### src/rtl/gpio_wb_pkg.sv
// Shared GPIO definitions: register offsets, reset polarity constants and bus defaults.
// Imported by gpio_debounce and gpio_wb.
package gpio_wb_pkg;

  localparam logic [1:0] GPIO_LED  = 2'd0;
  localparam logic [1:0] GPIO_SW   = 2'd1;
  localparam logic [1:0] GPIO_STAT = 2'd2;
  localparam logic [1:0] GPIO_MASK = 2'd3;

  localparam logic RstEnable  = 1'b1;
  localparam logic RstDisable = 1'b0;

  localparam logic [31:0] ZeroWord = 32'h0000_0000;

  // Only byte lanes 0 and 1 reach the 16-bit GPIO registers.
  function automatic logic [15:0] lane_mask(input logic [3:0] sel);
    return {{8{sel[1]}}, {8{sel[0]}}};
  endfunction

endpackage

### src/rtl/gpio_debounce.sv
// Switch conditioning: 2-flop sync, prescaled sample/compare debounce, edge flags.
// Latency 2 sync cycles plus DEB_DIV+1..2*DEB_DIV+1 cycles; no backpressure (free-running).
module gpio_debounce
  import gpio_wb_pkg::*;
#(
  parameter int DW      = 16,
  parameter int DEB_DIV = 50000,
  parameter int DIV_W   = 16
) (
  input  logic          clk,
  input  logic          rst,
  input  logic [DW-1:0] sw_i,
  output logic [DW-1:0] deb,
  output logic [DW-1:0] sw_edge
);

  logic [DW-1:0]    sync1;
  logic [DW-1:0]    sw_s;
  logic [DW-1:0]    samp;
  logic [DW-1:0]    stable;
  logic [DW-1:0]    deb_next;
  logic [DIV_W-1:0] cnt;
  logic             tick;

  assign tick   = (cnt == DIV_W'(DEB_DIV - 1));
  // A bit is accepted only when two consecutive tick samples agree.
  assign stable   = ~(sw_s ^ samp);
  assign deb_next = tick ? ((sw_s & stable) | (deb & ~stable)) : deb;
  assign sw_edge  = deb_next ^ deb;

  always_ff @(posedge clk) begin
    if (rst == RstEnable) begin
      sync1 <= '0;
      sw_s  <= '0;
      samp  <= '0;
      deb   <= '0;
      cnt   <= '0;
    end else if (rst == RstDisable) begin
      sync1 <= sw_i;
      sw_s  <= sync1;
      cnt   <= tick ? '0 : cnt + DIV_W'(1);
      if (tick) samp <= sw_s;
      deb   <= deb_next;
    end
  end

endmodule

### src/rtl/gpio_wb.sv
// Wishbone GPIO slave: LED/SW registers plus optional edge interrupt (GPIO_IRQ_EN).
// Ack one cycle after request, then one idle cycle; held strobe is acked every other cycle.
module gpio_wb
  import gpio_wb_pkg::*;
#(
  parameter int DW      = 16,
  parameter int DEB_DIV = 50000,
  parameter int DIV_W   = 16
) (
  input  logic          clk,
  input  logic          rst,
  input  logic [31:0]   wb_adr_i,
  input  logic [31:0]   wb_dat_i,
  output logic [31:0]   wb_dat_o,
  input  logic [3:0]    wb_sel_i,
  input  logic          wb_we_i,
  input  logic          wb_stb_i,
  input  logic          wb_cyc_i,
  output logic          wb_ack_o,
  input  logic [DW-1:0] sw_i,
  output logic [DW-1:0] led_o,
  output logic          int_o
);

  localparam logic [0:0] ST_IDLE = 1'b0;
  localparam logic [0:0] ST_ACK  = 1'b1;

  logic [0:0]    state;
  logic          req;
  logic          wr;
  logic [1:0]    off;
  logic [DW-1:0] wmask;
  logic [DW-1:0] wdat;
  logic [DW-1:0] led;
  logic [DW-1:0] deb;
  logic [DW-1:0] sw_edge;
  logic [31:0]   rdata;
  logic          unused_bus;

  assign req      = wb_cyc_i & wb_stb_i & ~wb_ack_o;
  assign wr       = req & wb_we_i;
  assign off      = wb_adr_i[3:2];
  assign wmask    = DW'(lane_mask(wb_sel_i));
  assign wdat     = wb_dat_i[DW-1:0];
  assign wb_ack_o = (state == ST_ACK);
  assign led_o    = led;
  assign unused_bus = ^{wb_adr_i[31:4], wb_adr_i[1:0], wb_dat_i, wb_sel_i[3:2]};

  gpio_debounce #(.DW(DW), .DEB_DIV(DEB_DIV), .DIV_W(DIV_W)) u_debounce (
    .clk     (clk),
    .rst     (rst),
    .sw_i    (sw_i),
    .deb     (deb),
    .sw_edge (sw_edge)
  );

`ifdef GPIO_IRQ_EN
  logic [DW-1:0] stat;
  logic [DW-1:0] mask;
  logic [DW-1:0] clr;
  logic          irq;

  assign clr   = (wr && off == GPIO_STAT) ? (wdat & wmask) : '0;
  assign int_o = irq;

  // Edge set is OR'ed after the W1C clear so a coincident edge keeps the bit.
  always_ff @(posedge clk) begin
    if (rst == RstEnable) begin
      stat <= '0;
      mask <= '0;
      irq  <= 1'b0;
    end else begin
      stat <= (stat & ~clr) | sw_edge;
      if (wr && off == GPIO_MASK) mask <= (mask & ~wmask) | (wdat & wmask);
      irq  <= |(stat & mask);
    end
  end
`else
  logic unused_edge;
  assign unused_edge = ^sw_edge;
  assign int_o       = 1'b0;
`endif

  always_comb begin
    rdata = ZeroWord;
    case (off)
      GPIO_LED:  rdata = 32'(led);
      GPIO_SW:   rdata = 32'(deb);
`ifdef GPIO_IRQ_EN
      GPIO_STAT: rdata = 32'(stat);
      GPIO_MASK: rdata = 32'(mask);
`else
      GPIO_STAT, GPIO_MASK: rdata = ZeroWord;
`endif
      default:   rdata = ZeroWord;
    endcase
  end

  always_ff @(posedge clk) begin
    if (rst == RstEnable) begin
      state    <= ST_IDLE;
      wb_dat_o <= ZeroWord;
      led      <= '0;
    end else begin
      case (state)
        ST_IDLE: state <= req ? ST_ACK : ST_IDLE;
        default: state <= ST_IDLE;
      endcase
      wb_dat_o <= req ? rdata : ZeroWord;
      if (wr && off == GPIO_LED) led <= (led & ~wmask) | (wdat & wmask);
    end
  end

endmodule
### config.mk
export PLATFORM = sky130hd
export DESIGN_NAME = gpio_wb
export DESIGN_NICKNAME = d
export VERILOG_FILES = /design/src/rtl/gpio_wb_pkg.sv /design/src/rtl/gpio_debounce.sv /design/src/rtl/gpio_wb.sv
export SDC_FILE = /design/constraint.sdc
export NUM_CORES = 1
export LEC_CHECK = 0
export BUFFER_PORTS_ARGS = -buffer_cell sky130_fd_sc_hd__buf_2
export CAP_MARGIN = 30
export CORE_MARGIN = 4
export CORE_UTILIZATION = 53
export CTS_CLUSTER_SIZE = 20
export DETAILED_ROUTE_END_ITERATION = 10
export GPL_TIMING_DRIVEN = 0
export PLACE_DENSITY = 0.93
export SETUP_SLACK_MARGIN = 0.1
export SYNTH_ARGS = -nofsm -noshare
export SYNTH_HDL_FRONTEND = slang
export SYNTH_SLANG_ARGS = --single-unit
### constraint.sdc
create_clock -name clk -period 3.7 [get_ports clk]
set_input_delay 0.185 -clock clk [delete_from_list [all_inputs] [get_ports clk]]
set_output_delay 0.185 -clock clk [all_outputs]
set_load 0.03 [all_outputs]
* Word level (Yosys, flattened, before mapping)
Index checks and enable logic that the tools add are counted.
** Storage, ports and cells
- Bits in registers :: 129
- Input port bits :: 89
- Output and inout bits :: 50
** Operators by class
- Add/subtract/negate cells :: 1
- Eq/ne operators :: 4
- Muxes and demuxes :: 2
- Bitwise logic cells :: 15
- Reductions and logical operators :: 6
** Operators by type and width (count)
- $pmux 32 s3 :: 1
- $and 16x16->16 :: 4
- $not 16->16 :: 3
- $or 16x16->16 :: 2
- $add 16x1->16 const B :: 1
- $eq 16x16->1 const B :: 1
- $xor 16x16->16 :: 1
- $reduce_or 2->1 :: 4
- $eq 2x2->1 const B :: 2
- $and 1x1->1 :: 3
- $eq 2x1->1 const B :: 1
- $logic_not 2->1 :: 1
- $not 1->1 :: 2
- $logic_and 1x1->1 :: 1
- $mux 1 :: 1

* Depth between registers and ports, before layout
Gate-level depths: netlist of run 1.
- Word-level depth :: 5
- Gate-level depth with buffers :: 7

* By module
From an unflattened synthesis of run 1, not the netlist that was laid out.
** Unflattened totals
- Cells, all modules :: 541
- Area, all modules :: 4755.8 µm²
** By module, submodules not included
- gpio_debounce :: times used 1, cells each 395, area an instance 3260.6 µm², seq. area each 1601.5 µm²
- gpio_wb :: times used 1, cells each 146, area an instance 1495.2 µm², seq. area each 660.6 µm²

* Worst setup path before layout of run 1
No wires, ideal clock.
- Path type :: register to register
- Start point :: register u_debounce.cnt[0]
- End point :: register u_debounce.cnt[11]
- Setup time :: 115 ps
- Arrival time :: 1445 ps
- Data required time :: 3585 ps
- Path slack :: 2140 ps
- Stages on the path, launching flop included :: 8
- Cell sequence :: dfxtp_1 > ha_1 > and4_1 > nand4_1 > nand2b_1 > buf_2 > buf_4 > nor2_1
** Between the ends
- Cells in the longest elaborated chain, start to end :: 2
** RTL lines
- start, declared :: RTL line gpio_debounce.sv:22 : logic [DIV_W-1:0] cnt;
- start signal, assigned :: RTL line gpio_debounce.sv:41 : cnt <= tick ? '0 : cnt + DIV_W'(1);
- parallel branches: the longest is 2 deep, another holds $add 16x1->16
Parallel ways; which one is timed is not known.
A chain may end at the register's enable or synchronous reset.

* Worst setup path in the final report of run 1
- Start point :: register u_debounce.cnt[0]
- End point :: register u_debounce.cnt[7]
The elaborated chain is that of the path after synthesis.

==> results of run 1 <==
[per-layer routing]
metal | wire length, µm | vias up | part of all wire
met4 | 635 | 0 | 0.054
li1 | - | 1708 | -
met3 | 921 | 66 | 0.079
met2 | 5690 | 238 | 0.49
met5 | 0 | - | 0
met1 | 4450 | 1732 | 0.38
[worst paths after layout]
path	endpoint	slack, ps
worst max register to register	u_debounce.cnt[7]	1760
worst max-delay path	u_debounce.cnt[7]	1760
worst min-delay path	wb_dat_o[0]	100
worst min register to register	u_debounce.sw_s[9]	430
[cell type report]
cell class              count  area [µm²]
clock inverters            15         169
flip-flops and latches    113        2260
inverters                   2        7.51
fillers                   422        1820
multi-input cells         294        1670
clock buffers              17         414
plain buffers              40         243
repair buffers            106         701
well taps                  99         124
[worst min-delay path: stages]
cell and delay (ps):
buf_2 180, mux2i_1 140, nor2_1 80
[cell usage in the layout (no fill, tap or decap), types with 4 or more instances in the layout]
cell type      netlist  routed
dfxtp_1            113     113
nor4_1               4       4
buf_2                5      77
clkbuf_1            14      14
nor2b_1             32      32
mux2i_1             32      32
a21oi_1             16      16
xnor2_1              8       8
a31oi_1             16      16
nand3_1             21      21
buf_4               19      19
nand4_1              7       7
clkinvlp_4           0       6
nor2_1              51      51
clkinv_2             0       5
xor2_1               6       6
dlygate4sd3_1        0      34
nand2_1             51      51
conb_1               1      17
o21ai_0             16      16
clkbuf_16            0      16
[logic make-up after synthesis]
family | Yosys count | share of synthesized area
adders and majority gates | 1 | 0.00304
AOI/OAI and AO/OA | 48 | 0.0632
DFF | 113 | 0.549
and+or+nand+nor | 182 | 0.216
xor gates and xnor gates | 14 | 0.0298
muxes | 32 | 0.0777
buffers and inverters | 42 | 0.0607
other | 1 | 0.000910
[report_power, final]
group          switching, µW  internal (µW)  leakage [µW]
logic                   81.1           74.1       0.00121
registers               12.6           1240      0.000918
clock network            575           1020      0.000271
total                    669           2330       0.00240
[through the flow]
stage               power [µW]  instances  worst slack [ps]
floorplan                 1360        449              2140
global placement          1390        620              1880
detailed placement        1400        620              1820
CTS                       2980        686              1810
global route              3070        686              1630
finish                    3000        686              1760
[what timing repair did]
item,in CTS,in global routing
setup buffers,0,0
gates resized for setup,0,0
hold endpoints to repair,33,0
hold buffers,34,0
==> impl_metrics.toml, run 1 <==
[final_layout]
num-nets-final = 664
utilization = 0.754
stdcell_area_um2 = 5590
final_layout_size_suffix_gt1_frac = 0.227
diodes = 0
syn2layout_area_growth_pct = 35.6

[synthesis]
ys_top_cells_by_count = "113 x dfxtp_1, 51 x nand2_1, 51 x nor2_1"
synth_flop_cell = "dfxtp_1"
synth_seq_cells = 113
yosys-top-cells-area = "dfxtp_1 55%, mux2i_1 7.8%, nor2b_1 4.9%"
syn_inst = 433
synth_cell_type_count = 32
yosysTopAreaCellShare = 0.549
yosysWarnings = 0
synth_area_um2 = 4120
ys_seq_area_frac = 0.549
synth_top_cell_by_area = "dfxtp_1"
synth_area_per_cell_um2 = 9.52
ys_async_sr_fraction = 0
synth.most_common_cell = "dfxtp_1"
synth_edf_count = 0

[clock_tree]
max-clock-path-buffers = 2
tritoncts = "done"
cts-root-buf = "clkbuf_8"
cts_made_buffers = 17
clock_latency_ps = 520
clkTransAtPathRegs_ps = 60
htree_levels = 4
clock-sinks = 113

[sta]
slew_viol_final = 0
slew_headroom = 0.555
fin_tns_setup_ps = 0
fin_skew_ps = 5.57
finalSetupViolCount = 0
period_minus_slack_ps = 1940
holdWs_ps = 102
tightest_slew_ps = 667
hold_violations = 0
grt_setup_unrepaired = "false"
fmax_mhz = 516
fin_crit_sh = 0.524

[floorplanning]
core_um2 = 7410
die_x_um = 96.2
initial_core_util = 0.556
rows = 31
die-area_um2 = 9250
pin_count = 139
die_h_um = 96.2

[flow_run]
maxCapViolations = 0

[placed_design]
post_dp_cell_area_um2 = 4660
io_buffers = 72
gp_congestion = 0.880
hpwl_mm = 6.35

[critical_path]
max_stage_delay_ps = 380
cp-start-kind = "register"
cp-startpoint = "u_debounce.cnt[0]"
arrival_ps = 2340
critPathRequiredTime_ps = 4100
regToRegStartpoint = "u_debounce.cnt[0]"
crit_family = "simple AND/OR/NAND/NOR gates"
path_cells = "ha_1 > and4_1 > nand4_1 > nand2b_1 > buf_2 > buf_4 > nor2_1"
cp_num_cells = 7
crit_path_end_kind = "register"
crit_buf_inv = 2
criticalPathCategory = "register to register"
cp_slowest_cell = "dfxtp_1"
crit_fanout = 10
reg2reg_depth = 7

[drt]
via_per_inst = 5.46
via_count = 3744
ant_nets = 0
drc_errors = 0
first_iter_violations = 291
wl_mm = 11.7
post_drt_wl_per_cell_um = 17.0
drt_first_pass_iters = 5

[power_and_ir_drop]
p_leak_uw = 0.00240
p_per_area_nw_per_um2 = 536
irDropWorstVdd_v = 0.000297

[global_routing]
use_met1 = 0.266
top_usage_layer = "met2"
grt-ovfl-total = 0
grt_max_degree = 17
grt.total_usage = 0.265
use_met2 = 0.459
grt_pass1_vias = 3817
antenna_found_initial = 0
grt_pass1_wl_mm = 18.5
grt_use_met3 = 0.102

[outcome]
status = "completed"

[worst_hold_path]
min_delay_path_depth = 3
hold_path.class = "input pin to register"
holdCritStartpoint = "wb_adr_i[2]"
No activity file was read; power rests on OpenSTA's default activity.
==> run 2: changes to the inputs <==
Settings changed: CORE_UTILIZATION 53 to 45, PLACE_DENSITY 0.93 to 0.85.
Clock period 3.7 ns to 1.6 ns, I/O delays scaled along.
==> run 2 against run 1 <==
  * The run now ends with negative setup slack left
  * Total power is 130% higher
  * Global-route usage is 6.6 points lower
  * Sequential cell count is the same
  * Combinational power rose to 2.6 times the previous value
  * Routed wire length is 0.91% lower
  * Die area up 16%
  * Clock skew about the same
  * Count of clock-buffer cells in the layout is 5 higher
  * Cell area increased by 7.5%
  * Worst setup slack lost 1800 ps
  * First-iteration DRC count down 13%
  * Clock power rose by 120%
==> impl_metrics.toml, run 2 (synthesis results as in run 1) <==
[floorplanning]
pin_count = 139
rows = 34
initial_core_util = 0.468
die-area_um2 = 10800
die_h_um = 104
core_um2 = 8810
die_x_um = 104

[sta]
grt_setup_unrepaired = "true"
hold_violations = 0
fin_tns_setup_ps = -0.148
fmax_mhz = 625
fin_crit_sh = 1.00
finalSetupViolCount = 1
fin_ws_ps = -0.148
slew_viol_final = 0
period_minus_slack_ps = 1600
slew_headroom = 0.580
fin_skew_ps = 5.29
tightest_slew_ps = 629

[worst_hold_path]
min_delay_path_depth = 4
holdCritStartpoint = "wb_sel_i[1]"
hold_path.class = "input pin to register"

[power_and_ir_drop]
p_total_uw = 6850
p_leak_uw = 0.00252
irDropWorstVdd_v = 0.000729
p_per_area_nw_per_um2 = 1140

[final_layout]
instances_no_fill = 708
final_layout_size_suffix_gt1_frac = 0.318
syn2layout_area_growth_pct = 45.8
final_common_cell = "dfxtp_1"
multi_input_area_um2 = 1910
diodes = 0
seq_area_um2 = 2270
stdcell_area_um2 = 6010
num-nets-final = 677
utilization = 0.682
nFillCells = 580
layout_common_cells = "108 x dfxtp_1, 75 x buf_2, 51 x nand2_1"

[critical_path]
worstReg2RegEnd = "u_debounce.samp[11]"
reg2reg_depth = 7
crit_path_end_kind = "register"
cp-start-kind = "register"
rrSetupSlack_ps = -0.1
criticalPathCategory = "register to register"
regToRegStartpoint = "u_debounce.cnt[0]"
critPathRequiredTime_ps = 2030
crit_fanout = 10
arrival_ps = 2030

[clock_tree]
clkTransAtPathRegs_ps = 50
htree_levels = 4
tritoncts = "done"
cts-root-buf = "clkbuf_8"
max-clock-path-buffers = 2
clock-sinks = 113
clock_latency_ps = 510
cts_made_buffers = 17

[outcome]
violations = "negative setup slack"
status = "finished, violations left"

[global_routing]
antenna_found_initial = 0
grt_pass1_wl_mm = 17.3
grt_max_degree = 17
grt_pass1_vias = 3629
use_met2 = 0.349
top_usage_layer = "met2"
grt.total_usage = 0.199
grt-ovfl-total = 0
grt_use_met3 = 0.0715
use_met1 = 0.214

[placed_design]
io_buffers = 72
post_dp_cell_area_um2 = 4690
hpwl_mm = 6.53
dp_cells = 629
gp_congestion = 0.796

[drt]
drt_first_pass_iters = 6
ant_nets = 0
first_iter_violations = 252
via_count = 3652
wl_mm = 11.6
post_drt_wl_per_cell_um = 16.4
via_per_inst = 5.16
drc_errors = 0

[flow_run]
maxCapViolations = 0
==> run 2: cell count changes in the layout (fill, tap and decap cells not counted), moves of 4 or more <==
cell,delta
nand3_1,-14
nor2_1,-14
nand3_2,+12
nor2_4,+11
buf_4,+8
buf_6,+7
dfxtp_1,-5
dfxtp_2,+5
clkinvlp_4,-4
==> run 2: critical path, cell delays in order, from the launching register on <==
cell     delay (ps)
dfxtp_2         350
ha_4            140
and4_4          240
and4_1          210
buf_6           140
buf_6           140
nand2_1         110
a21oi_2         190
==> run 2: area by class of cell <==
cell class	count	share of cell area
sequential	113	0.378
multi-input combinational	294	0.318
timing repair buffer	119	0.138
clock buffer	22	0.0771
buffer	40	0.0475
tap	108	0.0225
clock inverter	10	0.0181
inverter	2	0.00125
==> run 2: power breakdown <==
part           internal, µW  switching, µW  total [µW]
registers              2870           31.9        2900
logic                   200            203         403
clock network          2320           1220        3540
total                  5390           1460        6850
==> run 2: worst max-delay path by stage <==
stage	start	to	slack (ps)
2_1_floorplan	u_debounce.cnt[0]	u_debounce.cnt[14]	100
3_3_place_gp	u_debounce.cnt[0]	u_debounce.cnt[13]	-120
3_5_place_dp	u_debounce.cnt[0]	u_debounce.cnt[10]	-170
4_1_cts	u_debounce.cnt[0]	register	60
5_1_grt	u_debounce.cnt[0]	register	-50
6_report	u_debounce.cnt[0]	u_debounce.samp[11]	-0.1
==> run 2: layer usage <==
layer	wire length, µm	up-vias
met5	0	-
met4	351	0
met3	852	38
met2	5880	203
met1	4500	1675
li1	-	1736
==> run 2: repair_timing <==
item | in CTS | in global routing
resized for setup | 20 | 65
buffers inserted | 6 | 3
endpoints found under the setup margin | 48 | 72
endpoints found under the hold margin | 37 | 0
pin swaps | 8 | 24
hold buffers | 35 | 0
cloned | 2 | 1
==> run 2: through the flow <==
step	hold WS, ps	setup slack, ps
CTS	44.1	59.7
floorplan	208	101
global route	41.0	-53.9
detailed placement	292	-170
global placement	299	-120
finish	27.0	-0.148
